## config.mk

```make
export PLATFORM = sky130hd
export DESIGN_NAME = seg7_scan_display
export DESIGN_NICKNAME = d
export VERILOG_FILES = /design/src/rtl/seg7_scan_display.sv
export SDC_FILE = /design/constraint.sdc
export NUM_CORES = 1
export LEC_CHECK = 0
export CELL_PAD_IN_SITES_DETAIL_PLACEMENT = 1
export CELL_PAD_IN_SITES_GLOBAL_PLACEMENT = 2
export CORE_AREA = 2 2 105 107
export DETAILED_ROUTE_END_ITERATION = 16
export DIE_AREA = 0 0 107 109
export PLACE_DENSITY_LB_ADDON = 0.15
export SLEW_MARGIN = 40
export SYNTH_ARGS = -nofsm -noshare
export SYNTH_HDL_FRONTEND = slang
export SYNTH_SLANG_ARGS = --single-unit
```

## constraint.sdc

```tcl
create_clock -name clk -period 3.6 [get_ports clk]
set_input_delay 1.08 -clock clk [delete_from_list [all_inputs] [get_ports clk]]
set_output_delay 1.08 -clock clk [all_outputs]
set_load 0.02 [all_outputs]
```

## src/rtl/seg7_scan_display.sv

```systemverilog
// Multiplexed 7-segment driver: sequential binary-to-BCD (shift-add-3) plus digit scanning.
// Optional LEADING_ZERO_BLANK_EN blanks zero digits above the most significant non-zero digit.
module seg7_scan_display #(
  parameter int unsigned NUM_DIGITS  = 4,
  parameter int unsigned BIN_W       = 14,
  parameter int unsigned REFRESH_DIV = 100000,
  parameter bit          SEG_ACT_LOW = 1'b0,
  parameter bit          AN_ACT_LOW  = 1'b1
) (
  input  logic                  clk,
  input  logic                  rst_n,
  input  logic                  value_valid,
  input  logic [BIN_W-1:0]      value,
  output logic                  value_ready,
  output logic [6:0]            seg,
  output logic                  dp,
  output logic [NUM_DIGITS-1:0] an,
  output logic                  overflow
);

  // Decimal digits needed to hold the largest BIN_W-bit value.
  function automatic int unsigned calc_bcd_digits(input int unsigned w);
    longint unsigned m;
    int unsigned     n;
    m = 64'd1 << w;
    m = m - 64'd1;
    n = 1;
    while (m >= 64'd10) begin
      m = m / 64'd10;
      n++;
    end
    return n;
  endfunction

  function automatic logic [6:0] seg_decode(input logic [3:0] d);
    logic [6:0] s;
    case (d)
      4'd0:    s = 7'b1111110;
      4'd1:    s = 7'b0110000;
      4'd2:    s = 7'b1101101;
      4'd3:    s = 7'b1111001;
      4'd4:    s = 7'b0110011;
      4'd5:    s = 7'b1011011;
      4'd6:    s = 7'b1011111;
      4'd7:    s = 7'b1110000;
      4'd8:    s = 7'b1111111;
      4'd9:    s = 7'b1111011;
      default: s = 7'b0000001;
    endcase
    return s;
  endfunction

  localparam int unsigned BinDigits = calc_bcd_digits(BIN_W);
  localparam int unsigned BcdDigits = (BinDigits > NUM_DIGITS) ? BinDigits : NUM_DIGITS;
  localparam int unsigned BcdW      = 4 * BcdDigits;
  localparam int unsigned StepW     = $clog2(BIN_W + 1);
  localparam int unsigned CntW      = $clog2(REFRESH_DIV);
  localparam int unsigned IdxW      = (NUM_DIGITS > 1) ? $clog2(NUM_DIGITS) : 1;
  localparam logic [6:0]  SegDash   = 7'b0000001;

  typedef enum logic [0:0] {StIdle, StConvert} state_e;

  state_e                    state_q, state_d;
  logic [BIN_W-1:0]          bin_q, bin_d;
  logic [BcdW-1:0]           bcd_q, bcd_d;
  logic [StepW-1:0]          step_q, step_d;
  logic [4*NUM_DIGITS-1:0]   digit_q, digit_d;
  logic                      ovf_q, ovf_d;
  logic [CntW-1:0]           ref_cnt_q, ref_cnt_d;
  logic [IdxW-1:0]           scan_idx_q, scan_idx_d;
  logic [6:0]                seg_q, seg_d;
  logic [NUM_DIGITS-1:0]     an_q, an_d;

  logic [BcdW-1:0]           bcd_adj;
  logic [BcdW+BIN_W-1:0]     shifted;
  logic                      high_nz;

  // Conversion FSM
  always_comb begin
    state_d = state_q;
    bin_d   = bin_q;
    bcd_d   = bcd_q;
    step_d  = step_q;
    digit_d = digit_q;
    ovf_d   = ovf_q;
    bcd_adj = bcd_q;
    for (int i = 0; i < int'(BcdDigits); i++) begin
      if (bcd_q[4*i +: 4] >= 4'd5) bcd_adj[4*i +: 4] = bcd_q[4*i +: 4] + 4'd3;
    end
    shifted = {bcd_adj, bin_q} << 1;
    // Any non-zero digit beyond the displayed ones means the value does not fit.
    high_nz = 1'b0;
    for (int i = int'(NUM_DIGITS); i < int'(BcdDigits); i++) begin
      high_nz = high_nz | (bcd_q[4*i +: 4] != 4'd0);
    end
    case (state_q)
      StIdle: begin
        if (value_valid) begin
          state_d = StConvert;
          bin_d   = value;
          bcd_d   = '0;
          step_d  = '0;
        end
      end
      StConvert: begin
        if (step_q == StepW'(BIN_W)) begin
          digit_d = bcd_q[4*NUM_DIGITS-1:0];
          ovf_d   = high_nz;
          state_d = StIdle;
        end else begin
          {bcd_d, bin_d} = shifted;
          step_d         = step_q + StepW'(1);
        end
      end
      default: state_d = StIdle;
    endcase
  end

  logic [NUM_DIGITS-1:0] blank_vec;
  logic [NUM_DIGITS-1:0] an_onehot;
  logic [3:0]            cur_digit;
  logic                  cur_blank;
  logic                  nz_seen;
  logic [6:0]            seg_raw;

  // Scan and output registers
  always_comb begin
    ref_cnt_d  = ref_cnt_q + CntW'(1);
    scan_idx_d = scan_idx_q;
    if (ref_cnt_q == CntW'(REFRESH_DIV - 1)) begin
      ref_cnt_d  = '0;
      scan_idx_d = (scan_idx_q == IdxW'(NUM_DIGITS - 1)) ? '0 : scan_idx_q + IdxW'(1);
    end

    blank_vec = '0;
    nz_seen   = 1'b0;
`ifdef LEADING_ZERO_BLANK_EN
    for (int i = int'(NUM_DIGITS) - 1; i >= 1; i--) begin
      nz_seen      = nz_seen | (digit_q[4*i +: 4] != 4'd0);
      blank_vec[i] = ~nz_seen;
    end
`endif

    an_onehot = '0;
    cur_digit = 4'd0;
    cur_blank = 1'b0;
    for (int i = 0; i < int'(NUM_DIGITS); i++) begin
      if (scan_idx_q == IdxW'(i)) begin
        an_onehot[i] = 1'b1;
        cur_digit    = digit_q[4*i +: 4];
        cur_blank    = blank_vec[i];
      end
    end

    if (ovf_q)          seg_raw = SegDash;
    else if (cur_blank) seg_raw = 7'b0000000;
    else                seg_raw = seg_decode(cur_digit);

    seg_d = seg_raw ^ {7{SEG_ACT_LOW}};
    an_d  = an_onehot ^ {NUM_DIGITS{AN_ACT_LOW}};
  end

  always_ff @(posedge clk) begin
    if (!rst_n) begin
      state_q    <= StIdle;
      bin_q      <= '0;
      bcd_q      <= '0;
      step_q     <= '0;
      digit_q    <= '0;
      ovf_q      <= 1'b0;
      ref_cnt_q  <= '0;
      scan_idx_q <= '0;
      seg_q      <= {7{SEG_ACT_LOW}};
      an_q       <= {NUM_DIGITS{AN_ACT_LOW}};
    end else begin
      state_q    <= state_d;
      bin_q      <= bin_d;
      bcd_q      <= bcd_d;
      step_q     <= step_d;
      digit_q    <= digit_d;
      ovf_q      <= ovf_d;
      ref_cnt_q  <= ref_cnt_d;
      scan_idx_q <= scan_idx_d;
      seg_q      <= seg_d;
      an_q       <= an_d;
    end
  end

  assign value_ready = (state_q == StIdle);
  assign seg         = seg_q;
  assign an          = an_q;
  assign dp          = SEG_ACT_LOW;
  assign overflow    = ovf_q;

endmodule
```

== Word level (Yosys, flattened, before mapping) ==
Memory sizes are Yosys's and may differ from the RTL's.
Cells that the tools add are included.

* Bits of input ports: 17
* ROM bits: 112
* Output and inout port bits: 14
* Latch bits: 0
* Bits in registers: 86
* Memories kept: 1
* RAM bits: 0

* Multipliers: 0
* $add $sub $neg: 8
* Reductions and logical operators: 6
* Divide/modulo/power cells: 0
* Equality and inequality tests: 7
* Muxes and demuxes: 27
* $lt $le $gt $ge: 5
* Bitwise operators: 3
* Shift-type cells: 0

{| class="wikitable"
|+ Memory list
! memory !! depth !! bits a word !! read ports !! clocked after memory_dff !! write ports !! line !! text
|-
| (no name shown) || 16 || 7 || 1 || 0 || 0 || 37 || <nowiki>case (d)</nowiki>
|}

{| class="wikitable"
|+ Operator list
! cell !! count
|-
| $mux W20 || 2
|-
| $mux W4 || 10
|-
| $pmux W20 S2 || 1
|-
| $mux W14 || 2
|-
| $pmux W14 S2 || 1
|-
| $ge A4 B3 Y1 const B || 5
|-
| $add A17 B1 Y17 const B || 1
|-
| $eq A17 B17 Y1 const B || 1
|-
| $add A4 B2 Y4 const B || 4
|-
| $pmux W4 S2 || 1
|-
| $mux W1 || 7
|-
| $add A4 B1 Y4 const B || 1
|-
| $eq A2 B2 Y1 const B || 2
|-
| $eq A4 B4 Y1 const B || 1
|-
| $ne A2 B2 Y1 const B || 2
|-
| $not A4 Y4 || 1
|-
| $reduce_and A2 Y1 || 2
|-
| $reduce_bool A4 Y1 || 1
|-
| $reduce_or A2 Y1 || 2
|-
| $add A3 B2 Y3 const B || 1
|-
| $mux W3 || 1
|-
| $add A2 B1 Y2 const B || 1
|-
| $eq A2 B1 Y1 const B || 1
|-
| $logic_not A2 Y1 || 1
|-
| 3 further kinds || 4
|}

== Depth between registers and ports, before layout ==
An unclocked memory read counts as a cell.

* Depth after elaboration: 7
* Mapped depth: 10
* Depth with buffers taken out: 9

== Least setup slack after synthesis ==
Ideal clock, no wire load.

* Kind: register to register
* Start point: reg scan_idx_q[0]
* End point: reg seg_q[3] (netlist: seg[3])
* Clock period less this slack: 1.972 ns
* Cell stages (with the launch flop): 10
* Library setup time: 0.092 ns
* Data arrival time: 1.880 ns
* Data required time: 3.508 ns
* Path slack: 1.628 ns
* Buffers on the path: 1
* Cells stage by stage: dfxtp_1 inv_1 ha_1 clkbuf_2 a211oi_1 a211o_1 inv_1 ha_1 inv_1 o32ai_1

* Longest elaborated chain between the ends: 6

{| class="wikitable"
|+ Ends and longest elaborated chain
! item !! line !! text
|-
| start: declaration || 70 || <nowiki>logic [IdxW-1:0] scan_idx_q, scan_idx_d;</nowiki>
|-
| start signal: assignment || 183 || <nowiki>scan_idx_q <= scan_idx_d;</nowiki>
|-
| $logic_not A2 Y1 || 148 || <nowiki>if (scan_idx_q == IdxW'(i)) begin</nowiki>
|-
| $mux W4 (3 in a row) || 148 ||
|-
| $mux W4 * || 148 ||
|-
| $mem_v2 Z16 W7 * || - ||
|-
| end signal: assignment || 173 || <nowiki>seg_q <= {7{SEG_ACT_LOW}};</nowiki>
|-
| end signal: assignment || 184 || <nowiki>seg_q <= seg_d;</nowiki>
|-
| end: declaration || 71 || <nowiki>logic [6:0] seg_q, seg_d;</nowiki>
|}

Every way passes the cells marked *; elsewhere a longest branch is shown, timed or not.
A chain may end at the register's enable or synchronous reset.

== Worst setup path after layout ==
* Start point: reg state_q
* End point: out value_ready

* Longest elaborated chain between the ends: 1

{| class="wikitable"
|+ Ends and longest elaborated chain
! item !! line !! text
|-
| start: declaration || 63 || <nowiki>state_e state_q, state_d;</nowiki>
|-
| start signal: assignment || 165 || <nowiki>state_q <= StIdle;</nowiki>
|-
| start signal: assignment || 176 || <nowiki>state_q <= state_d;</nowiki>
|-
| $not A1 Y1 || - ||
|-
| end: declaration || 14 || <nowiki>output logic value_ready,</nowiki>
|}

No other way between the ends.

==> PnR_summary.wiki <==
{| class="wikitable"
! Metric !! Value
|-
| Routed vias || ~3200
|-
| Class of the most critical setup path || reg2out
|-
| Net total in the final layout || 509
|-
| Footprint of the flip-flops and latches || ~0.0017 mm^2
|-
| Clock tree from TritonCTS || done
|-
| Gpl congestion || 0.723
|-
| Biggest area contributors in the synthesized netlist || dfxtp_1 (43%), ha_1 (7.8%), mux2i_1 (5.0%)
|-
| GR Layer Usage met3 || 3.41%
|-
| Global-route wire length before repair || 15800 um
|-
| Number of hold buffers added after cts || 0
|-
| Portion of the clock cycle consumed by the worst path in the final layout || 70.8%
|-
| Multi-input combinational cell area || 0.00210 mm^2
|-
| Setup repair after global routing missed its margin || false
|-
| Post-DP HPWL || 6770 um
|-
| Number of buffers added by the clock tree synthesis step || 9
|-
| GRT Overall Usage || 17.3%
|-
| Period minus WS final || 2.55 ns
|-
| Number of H-tree levels || 3
|-
| Final hold vios || 0
|-
| Worst setup path endpoint || value_ready
|-
| Total wire length || 9480 um
|-
| Clock slew seen by the registers of the worst setup and hold paths || 0.09 ns
|-
| R2r endpoint || seg[3]
|-
| Residual overflow from global routing || 0
|-
| Status || complete, no violations
|-
| Final core occ || 44.1%
|-
| Most used DFF post-synth || dfxtp_1
|-
| Initial Util || 37.8%
|-
| Number of synthesized register bits || 86
|-
| Yosys top cell area share || 42.9%
|-
| Vertical extent of the die || 109 um
|-
| Summed negative setup slack over all endpoints || 0 ns
|-
| Area of the core region || 0.0106 mm^2
|-
| Relative slew margins || 48.3%
|-
| Yosys warning total || 0
|-
| Area delta synth->final || 16.7%
|-
| Fraction of layout cells with a size suffix above 1 || under 10%
|-
| Required time of the critical path || approximately 2.5 ns
|-
| Insertion delay to the later sink of the worst-skew pair || 0.36 ns
|-
| Critical R2R Launch || scan_idx_q[1]
|-
| Worst-case clock skew || about 0.008 ns
|-
| Static power due to leakage || approximately 1.7 nW
|-
| Timing startpoint of the critical path || state_q
|-
| Setup slack of the most critical reg-to-reg path || 1.35 ns
|-
| Sink count of the clock tree || 86
|-
| Vias in the first global route || 3231
|-
| Row count || 38
|-
| Setup bufs post-CTS || 0
|-
| Number of diodes added for antenna fixing || 0
|-
| Depth of the most critical reg-to-reg path || 8
|-
| Signal arrival time at the worst endpoint || 1.47 ns
|-
| Number of endpoints failing setup at the final stage || 0
|-
| Number of unique standard cell types used by synthesis || 49
|-
| Post-Synthesis Net Count || 484
|-
| IR drop worst, VDD || 163 uV
|-
| Vias per std cell || 5.25
|-
| Maximum number of pins on one net before global-route repair || 28
|-
| Max capacitance violation total || 0
|-
| Synth Cell Area || 0.00401 mm^2
|-
| Final Slew Violations || 0
|-
| Met1 GRT Util || 22.0%
|-
| Worst-Margin Slew || 0.767 ns
|-
| Buffer depth of the longest clock path || 2
|-
| Part of the Yosys area used for sequential elements || 42.9%
|-
| Overall die area || approximately 0.012 mm^2
|-
| Met2 usage || 29.3%
|-
| Overall power || between 1.5 and 2 mW
|-
| Routed wire per std cell || 15.5 um
|-
| Gate count of the mapped netlist || 442
|-
| Number of nets with antenna violations after routing || 0
|-
| Peak fanout along the critical path || 4
|-
| Initial DRT Pass Iterations || 4
|-
| Clk Tree Root Cell || clkbuf_8
|-
| CTS-repair resized insts || 0
|-
| Post-route DRC violation count || 0
|-
| Pwr Density || 422 mW/mm^2
|-
| Type of destination of the critical path || primary output
|-
| Boundary Pins || 31
|-
| Quantity of I/O buffers inserted on ports || 29
|-
| EDFF count, synth || 0
|-
| Antenna violations before repair || 0
|-
| Hold Crit Class || reg2reg
|-
| Fmax || a little under 0.4 GHz
|-
| Worst hold margin || 0.457 ns
|-
| Ys async rst share || 0%
|-
| FILL cells || 1234
|-
| Post-synth top area cell || dfxtp_1
|-
| Startpoint type of the worst setup path || register
|-
| Number of DRC markers in iteration 0 || 124
|-
| Most Crowded Layer GR || met2
|-
| Horizontal die dimension || 107 um
|-
| Synthesized area divided by synthesized cell count || 9.07 um^2
|}
==> per-stage QoR <==
stage / instance area [um^2] / cells / setup WS (ns)
2_1_floorplan: 4010 / 442 / 1.63
3_3_place_gp: 4420 / 596 / 0.846
3_5_place_dp: 4420 / 596 / 0.765
4_1_cts: 4680 / 612 / 1.01
5_1_grt: 4680 / 612 / 0.956
6_report: 4680 / 612 / 1.05
==> worst max-delay path: stages (launching register included) <==
cell and delay (ns):
dfxtp_1 0.32, inv_1 0.15, clkdlybuf4s50_1 0.63
==> worst min-delay path by stage <==
stage	from	to	cells after the start
final	digit_q[5]	digit_q[5]	2
after global routing	digit_q[5]	digit_q[5]	2
after CTS	digit_q[5]	digit_q[5]	2
after detailed placement	bin_q[13]	bcd_q[0]	2
after global placement	ref_cnt_q[0]	ref_cnt_q[0]	1
after floorplan	bin_q[13]	bcd_q[0]	2
==> placed cells by master, fill, tap and decap left out, drive strengths merged, types with 3 or more instances in the layout <==
cell and count:
dfxtp 86, nand2 49, nor2 37, a21oi 33, clkdlybuf4s50 29, ha 25, inv 20, mux2i 20
a211oi 18, xor2 14, o21ai 12, nand3 11, clkbuf 11, nand4 9, nor3b 8, xnor2 8
buf 8, o22ai 7, nand2b 6, o32ai 6, and4 5, and3 5, nand3b 4, o2bb2ai 4
nor3 3, mux2 3, or3 3, bufinv 3
==> state kept, by name (all words and copies together) (netlist names) <==
name        cells
bcd_q          20
ref_cnt_q      17
digit_q        16
bin_q          14
seg             7
an              4
step_q          4
scan_idx_q      2
overflow        1
state_q         1
==> synth_stat cells, drive strengths merged (9+ instances only) <==
cell,count
clkbuf,11
nand2,49
buf,12
dfxtp,86
mux2i,20
a21oi,33
xor2,14
ha,25
a211oi,18
nand3,11
nand4,9
o21ai,12
nor2,37
inv,20
==> kinds of logic (layout without fill, tap and decap cells) <==
family,after synthesis,after routing,share of synthesized area (%)
AND/OR/NAND/NOR,147,147,18.3
multiplexers,23,23,5.84
adder cells (fa/ha/maj),25,25,7.80
buffers and inverters,44,74,4.78
XOR/XNOR,22,22,4.81
other,1,1,0.0935
flip-flops,86,86,42.9
AO/OA/AOI/OAI,94,94,15.5
==> area by class of cell <==
type                    instances  area share [%]
multi-input cells             312            44.8
flip-flops and latches         86            36.8
repair buffers                 37            7.49
well taps                     140            3.74
clock buffers                  11            3.24
clock inverters                 5            2.25
inverters                      21            1.68
==> where the power goes <==
part / internal [mW] / switching (mW) / leakage [nW] / total [mW]
registers: 0.974 / 0.0127 / 0.700 / 0.986
logic: 0.0548 / 0.0686 / 0.923 / 0.123
clock network: 0.499 / 0.366 / 0.122 / 0.865
total: 1.53 / 0.448 / 1.75 / 1.98
==> routing by layer <==
metal	routed length (um)	vias to the layer above
met5	0	-
met4	121	0
met3	232	8
met2	4570	34
met1	4560	1567
li1	-	1603
Power figures use the tool's default switching activity.
